## src/rtl/seg7_pkg.sv

```systemverilog
// Shared constants for the 7-segment scan controller: active-low hex glyphs (bit 6 = g, bit 0 = a)
// and the digit index width helper.
package seg7_pkg;

  localparam logic [6:0] SEG_BLANK = 7'h7F;

  localparam logic [6:0] HEX_SEG [16] = '{
    7'h40, 7'h79, 7'h24, 7'h30, 7'h19, 7'h12, 7'h02, 7'h78,
    7'h00, 7'h10, 7'h08, 7'h03, 7'h46, 7'h21, 7'h06, 7'h0E
  };

  function automatic int idx_w(input int n);
    return (n <= 1) ? 1 : $clog2(n);
  endfunction

endpackage

```

## src/rtl/seg7_hex_decode.sv

```systemverilog
// Nibble to active-low 7-segment glyph (0-9, A b C d E F), purely combinational.
module seg7_hex_decode
  import seg7_pkg::*;
(
  input  logic [3:0] nib_i,
  output logic [6:0] seg_o
);

  assign seg_o = HEX_SEG[nib_i];

endmodule

```

## src/rtl/seg7_scan_ctrl.sv

```systemverilog
// N-digit multiplexed 7-segment scan controller with blanking, frame-synchronous value update,
// blank mask and DP. Optional leading-zero suppression when SEG7_LZS_EN is defined.
module seg7_scan_ctrl
  import seg7_pkg::*;
#(
  parameter int N_DIGITS  = 4,
  parameter int CLK_DIV   = 100000,
  parameter int BLANK_CYC = 1000
) (
  input  logic                  clk,
  input  logic                  rst_n,
  input  logic                  enable,
  input  logic [4*N_DIGITS-1:0] val_in,
  input  logic                  val_valid,
  input  logic [N_DIGITS-1:0]   dp_in,
  input  logic [N_DIGITS-1:0]   blank_mask,
  output logic [N_DIGITS-1:0]   an,
  output logic [6:0]            segs,
  output logic                  dp,
  output logic                  frame_start
);

  localparam int CW = $clog2(CLK_DIV);
  localparam int IW = idx_w(N_DIGITS);

  logic [CW-1:0]         cnt_q, cnt_d;
  logic [IW-1:0]         idx_q, idx_d;
  logic [4*N_DIGITS-1:0] disp_q, disp_d, pend_q, pend_d;
  logic                  pend_vld_q, pend_vld_d;
  logic [N_DIGITS-1:0]   an_q, an_d;
  logic [6:0]            segs_q, segs_d;
  logic                  dp_q, dp_d, fs_q;
  logic                  slot_end, wrap, past_blank, lit;
  logic [N_DIGITS-1:0]   sup;
  logic [6:0]            pat [N_DIGITS];

  always_comb begin
    slot_end   = (cnt_q == CW'(CLK_DIV - 1));
    wrap       = slot_end && (idx_q == IW'(N_DIGITS - 1));
    cnt_d      = slot_end ? '0 : cnt_q + CW'(1);
    idx_d      = idx_q;
    disp_d     = disp_q;
    pend_d     = pend_q;
    pend_vld_d = pend_vld_q;
    if (slot_end) idx_d = wrap ? '0 : idx_q + IW'(1);
    // New values only reach the display at the frame wrap; a strobe on the wrap itself bypasses pend.
    if (wrap) begin
      pend_vld_d = 1'b0;
      if (val_valid)       disp_d = val_in;
      else if (pend_vld_q) disp_d = pend_q;
    end else if (val_valid) begin
      pend_d     = val_in;
      pend_vld_d = 1'b1;
    end
  end

`ifdef SEG7_LZS_EN
  // A digit is suppressed when it and every digit above it are zero; digit 0 always shows.
  always_comb begin
    logic run;
    run = 1'b1;
    sup = '0;
    for (int i = N_DIGITS - 1; i > 0; i--) begin
      run    = run & (disp_q[4*i +: 4] == 4'h0);
      sup[i] = run;
    end
  end
`else
  assign sup = '0;
`endif

  for (genvar g = 0; g < N_DIGITS; g++) begin : g_dec
    seg7_hex_decode u_dec (
      .nib_i (disp_q[4*g +: 4]),
      .seg_o (pat[g])
    );
  end

  if (BLANK_CYC == 0) begin : g_noblank
    assign past_blank = 1'b1;
  end else begin : g_blank
    assign past_blank = (cnt_q >= CW'(BLANK_CYC));
  end

  always_comb begin
    lit    = enable && past_blank && !blank_mask[idx_q] && !sup[idx_q];
    an_d   = lit ? ~(N_DIGITS'(1) << idx_q) : '1;
    segs_d = pat[idx_q];
    dp_d   = ~(dp_in[idx_q] && lit);
  end

  always_ff @(posedge clk) begin
    if (!rst_n) begin
      cnt_q      <= '0;
      idx_q      <= '0;
      disp_q     <= '0;
      pend_q     <= '0;
      pend_vld_q <= 1'b0;
      an_q       <= '1;
      segs_q     <= SEG_BLANK;
      dp_q       <= 1'b1;
      fs_q       <= 1'b0;
    end else begin
      cnt_q      <= cnt_d;
      idx_q      <= idx_d;
      disp_q     <= disp_d;
      pend_q     <= pend_d;
      pend_vld_q <= pend_vld_d;
      an_q       <= an_d;
      segs_q     <= segs_d;
      dp_q       <= dp_d;
      fs_q       <= wrap;
    end
  end

  assign an          = an_q;
  assign segs        = segs_q;
  assign dp          = dp_q;
  assign frame_start = fs_q;

endmodule

```

## config.mk

```make
export PLATFORM = sky130hd
export DESIGN_NAME = seg7_scan_ctrl
export DESIGN_NICKNAME = d
export VERILOG_FILES = /design/src/rtl/seg7_pkg.sv /design/src/rtl/seg7_hex_decode.sv /design/src/rtl/seg7_scan_ctrl.sv
export SDC_FILE = /design/constraint.sdc
export NUM_CORES = 1
export LEC_CHECK = 0
export ABC_AREA = 1
export CAP_MARGIN = 30
export CORE_UTILIZATION = 38
export DETAILED_ROUTE_END_ITERATION = 8
export PLACE_DENSITY = 0.7
export SLEW_MARGIN = 10
export SYNTH_ARGS = -nofsm -noshare
export SYNTH_HDL_FRONTEND = slang
export SYNTH_HIERARCHICAL = 1
export SYNTH_SLANG_ARGS = --single-unit
```

## constraint.sdc

```tcl
create_clock -name clk -period 1.94 [get_ports clk]
set_clock_uncertainty 0.2 [all_clocks]
set_input_delay 0.291 -clock clk [delete_from_list [all_inputs] [get_ports clk]]
set_output_delay 0.291 -clock clk [all_outputs]
set_load 0.01 [all_outputs]
```

# After elaboration in Yosys (flattened, before gate mapping)

Memory sizes are Yosys's and may differ from the RTL's.
Cells that the tools add are included.

Register bits: 65
ROM bits: 448
Output and inout bits: 13
Word-level logic and storage cells: 67
Memories: 4

Add/subtract/negate cells: 2
Order comparisons: 7
Eq/ne operators: 2
Shift operators: 1
Mux-type cells: 20
Bitwise logic cells: 9
Reductions and logical operators: 13

Memories:

| memory          | depth | bits a word | read ports | clocked after memory_dff | write ports | line                 | RTL |
|---|---|---|---|---|---|---|---|
| (no name shown) | 16    | 7           | 1          | 0                        | 0           | seg7_hex_decode.sv:9 | `assign seg_o = HEX_SEG[nib_i];` |
| (no name shown) | 16    | 7           | 1          | 0                        | 0           | seg7_hex_decode.sv:9 |  |
| (no name shown) | 16    | 7           | 1          | 0                        | 0           | seg7_hex_decode.sv:9 |  |
| (no name shown) | 16    | 7           | 1          | 0                        | 0           | seg7_hex_decode.sv:9 |  |

Operator list:

| kind                                                                                  | count |
|---|---|
| 7-bit two-way mux                                                                     | 10 |
| 16-bit two-way mux                                                                    | 2 |
| 5-bit greater-or-equal comparator, second input constant                              | 4 |
| 4-bit NOT with 5-bit output                                                           | 4 |
| 17-bit by 1-bit adder with 17-bit output, second input constant                       | 1 |
| 17-bit == test, second input constant                                                 | 1 |
| 17-bit by 10-bit greater-or-equal comparator with 1-bit output, second input constant | 1 |
| 7-bit binary-select mux with 2-bit select                                             | 1 |
| 1-bit binary-select mux with 2-bit select                                             | 3 |
| 2-bit AND reduction                                                                   | 3 |
| 1-bit logical AND                                                                     | 5 |
| 4-bit NOT                                                                             | 1 |
| 2-bit OR reduction                                                                    | 2 |
| 1-bit by 2-bit << shifter with 4-bit output, first input constant                     | 1 |
| 3-bit greater-or-equal comparator, second input constant                              | 1 |
| 2-bit by 3-bit < comparator with 1-bit output, second input constant                  | 1 |
| 1-bit two-way mux                                                                     | 3 |
| 1-bit NOT                                                                             | 3 |
| 2-bit NOT with 3-bit output                                                           | 1 |
| 2-bit by 1-bit adder with 2-bit output, second input constant                         | 1 |
| 2-bit == test, second input constant                                                  | 1 |
| 1-bit logical NOT                                                                     | 2 |
| 2-bit two-way mux                                                                     | 1 |
| 2-bit nonzero test                                                                    | 1 |

# Depth between registers and ports, before layout

Word-level depth: 7
Mapped depth: 10
Mapped depth without buffers: 10

# Modules after synthesis

Netlist, hierarchy kept.

By module, submodules not included:

| module                               | instances | cells an instance | area each (um2) | sequential area each (um2) |
|---|---|---|---|---|
| seg7_scan_ctrl                       | 1         | 439               | 3196.8          | 1301.2 |
| seg7_hex_decode (g_dec[1].u_dec ...) | 3         | 49                | 274.0           | 0.0 |
| seg7_hex_decode (g_dec[0].u_dec)     | 1         | 51                | 275.3           | 0.0 |

# Worst setup path before layout

Ideal clock, no wire load.

Path kind: register -> register
Start: register idx_q[1]
End: register pend_q[10]
Setup time: 0.115 ns
Arrival time: 1.487 ns
Required time: 1.625 ns
Setup slack: 0.138 ns
Cell stages (with the launch flop): 7
Clock period less this slack: 1.802 ns
Path through: dfxtp_1 ha_1 buf_1 nand4_4 clkbuf_1 a21oi_1 nor2_1

Cells in the longest elaborated chain, start to end: 4

Ends and longest elaborated chain:

| element                              | line                  | RTL |
|---|---|---|
| from (decl)                          | seg7_scan_ctrl.sv:27  | `logic [IW-1:0] idx_q, idx_d;` |
| from (signal assigned)               | seg7_scan_ctrl.sv:105 | `idx_q <= idx_d;` |
| 2-bit == test                        | seg7_scan_ctrl.sv:39  | `wrap = slot_end && (idx_q == IW'(N_DIGITS - 1));` |
| 1-bit logical AND                    | seg7_scan_ctrl.sv:39  |  |
| 1-bit NOT (no source line)           | -                     |  |
| 2-bit AND reduction (no source line) | -                     |  |
| to (signal assigned)                 | seg7_scan_ctrl.sv:107 | `pend_q <= pend_d;` |
| to (decl)                            | seg7_scan_ctrl.sv:28  | `logic [4*N_DIGITS-1:0] disp_q, disp_d, pend_q, pend_d;` |

Every way passes these cells.
A chain may end at the register's enable or synchronous reset.

# Worst setup path after layout

Start: register cnt_q[0]
End: register disp_q[7]

Cells in the longest elaborated chain, start to end: 3

Ends and longest elaborated chain:

| element                              | line                  | RTL |
|---|---|---|
| from (decl)                          | seg7_scan_ctrl.sv:26  | `logic [CW-1:0] cnt_q, cnt_d;` |
| from (signal assigned)               | seg7_scan_ctrl.sv:104 | `cnt_q <= cnt_d;` |
| 17-bit == test                       | seg7_scan_ctrl.sv:38  | `slot_end = (cnt_q == CW'(CLK_DIV - 1));` |
| 1-bit logical AND                    | seg7_scan_ctrl.sv:39  |  |
| 2-bit AND reduction (no source line) | -                     |  |
| to (signal assigned)                 | seg7_scan_ctrl.sv:106 | `disp_q <= disp_d;` |
| to (decl)                            | seg7_scan_ctrl.sv:28  |  |

Every way passes these cells.

==> impl_metrics.csv <==
group,metric,value,unit
status,status,"completed",
clocking,clkTransAtPathRegs,0.06,ns
sta,hold_viol,0,
global_routing,grt_usage,17.4,%
yosys,async_flop_share,0,%
floorplanning,die_area,11700,um2
global_routing,grt_max_degree,40,
setup_path,ff2ff_setup_slack,0.12,ns
sta,min_period_over_period,93.7,%
yosys,synth_top_area_share,30.3,%
clocking,numCtsBuffers,9,
setup_path,cp_data_required_time,1.97,ns
yosys,synthAdderAreaFrac,9.91,%
final_layout,fin_area,5190,um2
sta,maxSlewViolCount,0,
setup_path,cp.arrival,1.85,ns
sta,worstMarginPinSlew,0.474,ns
sta,max_freq,550,MHz
yosys,ys.flop_type,"dfxtp_1",
yosys,yosys.area_share.simple,34.6,%
placement,post-place-cells,804,
route,antenna_left,0,
global_routing,grtUsageMet2,28.1,%
global_routing,met1_usage,22.9,%
clocking,htreeDepth,3,
final_layout,antenna_cells,0,
route,dr.first_iter.drc_count,206,
yosys,synth_edf_count,0,
floorplanning,core_area,10900,um2
yosys,syn_nets,699,
sta,setup_violations,0,
min_path,min_path_type,"in -> reg",
global_routing,grt_overflow,0,
route,routed-via-count,4097,
yosys,ys_ff_latch,65,
sta,max_slew_margin,68.4,%
clocking,clockRootBuffer,"clkbuf_16",
clocking,cts.sinks,65,
power,power_leakage,2.35,nW
clocking,cts_max_path_buffers,2,
setup_path,path_max_fanout,16,
clocking,cts_tree,"done",
floorplanning,num_io_pins,41,
placement,place_hpwl,6950,um
route,via_per_inst,4.99,
setup_path,cp-end-kind,"flip-flop",
job,maxCapViolCount,0,
sta,tns,0,ns
min_path,min-delay-start,"val_valid",
route,dr.pass1.iters,5,
yosys,synth_top_family_by_area,"simple AND/OR/NAND/NOR gates",
placement,port_buffers,40,
global_routing,top_usage_layer,"met2",
setup_path,critical_path_class,"reg -> reg",
yosys,yosys.area_share.xor_xnor,1.02,%
sta,setup_ws,0.123,ns
yosys,synth_area_leaders,"dfxtp_1 30%, nand2_1 13%, ha_1 9.9%",
yosys,yosysWarningCount,6,
global_routing,antenna_found_initial,0,
route,drc,0,
power,power_density,631,nW/um2
yosys,netlist_instances,637,
yosys,synth_cell_type_count,31,
yosys,synth_common_cells,"144 x nand2_1, 78 x nor2_1, 70 x inv_1, 70 x nand3_1, 65 x dfxtp_1",
route,routedWlPerCell,11.8,um
final_layout,drive_gt1_share,9.54,%
final_layout,final_nets,738,
final_layout,final_cells,821,
power,ir_drop,428,uV
setup_path,start_kind,"flip-flop",
placement,place_congestion,0.893,
global_routing,grt_use_met3,2.65,%
sta,fin_crit,1.82,ns
route,drt-total-wl,9660,um
floorplanning,die_h,108,um
yosys,synth_compound_area_share,9.67,%
floorplanning,die_w,108,um
placement,placed_cell_area,4860,um2
power,power,3.28,mW
yosys,synth_top_area_cell,"dfxtp_1",
yosys,synthMuxAreaShare,3.73,%
final_layout,area_delta_synth_final,20.9,%
clocking,clk_latency,0.34,ns
yosys,synth_area,4290,um2
yosys,yosysMostFrequentCell,"nand2_1",
min_path,worstHoldPathCells,3,
floorplanning,rows,38,
setup_path,r2r_start,"cnt_q[0]$_SDFF_PP0_",
placement,pre_cts_ws,0.0599,ns
yosys,syn_area_per_cell,6.74,um2
sta,rsz0062_at_grt,"true",
floorplanning,start_util,39.3,%
yosys,seq_area_frac_synth,30.3,%
global_routing,grt_pass1_vias,3781,
global_routing,grt_pass1_wl,16400,um
setup_path,crit_start,"cnt_q[0]$_SDFF_PP0_",
setup_path,ff2ff_path_depth,9,
-- sequential cells by signal, indices dropped and copies added, names as in the netlist --
signal	cells
segs	7
idx_q	2
an	4
dp	1
disp_q	16
frame_start	1
cnt_q	17
pend_q	16
pend_vld_q	1
-- final cells by class --
type | instances | area (um2)
Clock buffer | 9 | 225
Tap cell | 140 | 175
Fill cell | 1107 | 5740
Clock inverter | 7 | 76.3
Sequential cell | 65 | 1310
Timing Repair Buffer | 60 | 587
Multi-Input combinational cell | 464 | 2540
Inverter | 76 | 285
-- logic make-up after synthesis --
logic type / after synthesis
adders and majority gates: 34
DFF: 65
muxes: 16
AOI/OAI and AO/OA: 73
and+or+nand+nor: 336
xor gates and xnor gates: 5
buffers and inverters: 108
-- repair_timing --
item                       CTS  global route
hold endpoints to repair     0             0
resized for setup            0             7
setup buffers                0             1
setup endpoints to repair    0            42
hold buffers                 0             0
-- through the flow --
stage               util, %  hold WS [ns]
global route           47.5         0.210
global placement       44.4         0.243
finish                 47.5         0.198
floorplan                 -         0.230
detailed placement     44.4         0.269
CTS                    47.2         0.191
-- worst max-delay path: stages (launching register included) --
cell and delay, ns:
dfxtp_1 0.37, ha_1 0.20, nand3_1 0.12, inv_1 0.17, nand3_1 0.15, nor2_4 0.15, buf_12 0.14, nand4_1 0.08
nand2_1 0.09, nor2_1 0.04
-- layer usage --
layer,wire (um),up-vias
li1,-,2138
met1,4860,1840
met2,4140,103
met3,474,16
met4,178,0
met5,0,-
-- worst paths after layout --
kind,endpoint
max,disp_q[7]$_SDFFE_PN0P_
min,pend_q[1]$_SDFFE_PN0P_
max reg2reg,disp_q[7]$_SDFFE_PN0P_
min reg2reg,cnt_q[0]$_SDFF_PP0_
-- layout by cell type (no fill, tap or decap), types with 2 or more instances in the layout --
cell type,netlist,layout
nand2_1,144,144
nor2_1,78,78
nand3_1,70,70
inv_1,70,68
dfxtp_1,65,62
clkdlybuf4s50_1,0,39
ha_1,34,34
a21oi_1,27,27
nand4_1,23,23
o21ai_0,21,21
mux2i_1,16,16
buf_4,2,16
o211ai_1,15,15
clkbuf_16,0,9
inv_2,5,7
or2_2,7,7
o21ai_1,6,6
xor2_1,4,4
nor3_1,5,4
nor2_4,3,3
dfxtp_2,0,3
o21ai_2,3,3
buf_12,0,3
nor2_2,2,2
clkinvlp_4,0,2
inv_6,0,2
-- power by group --
group / switching, mW / leakage, nW / total [mW] / internal [mW]
registers: 0.0173 / 0.533 / 1.39 / 1.37
clock network: 0.648 / 0.142 / 1.65 / 1.00
logic: 0.113 / 1.68 / 0.236 / 0.123
Note: power is estimated with default switching activity, not from simulation.
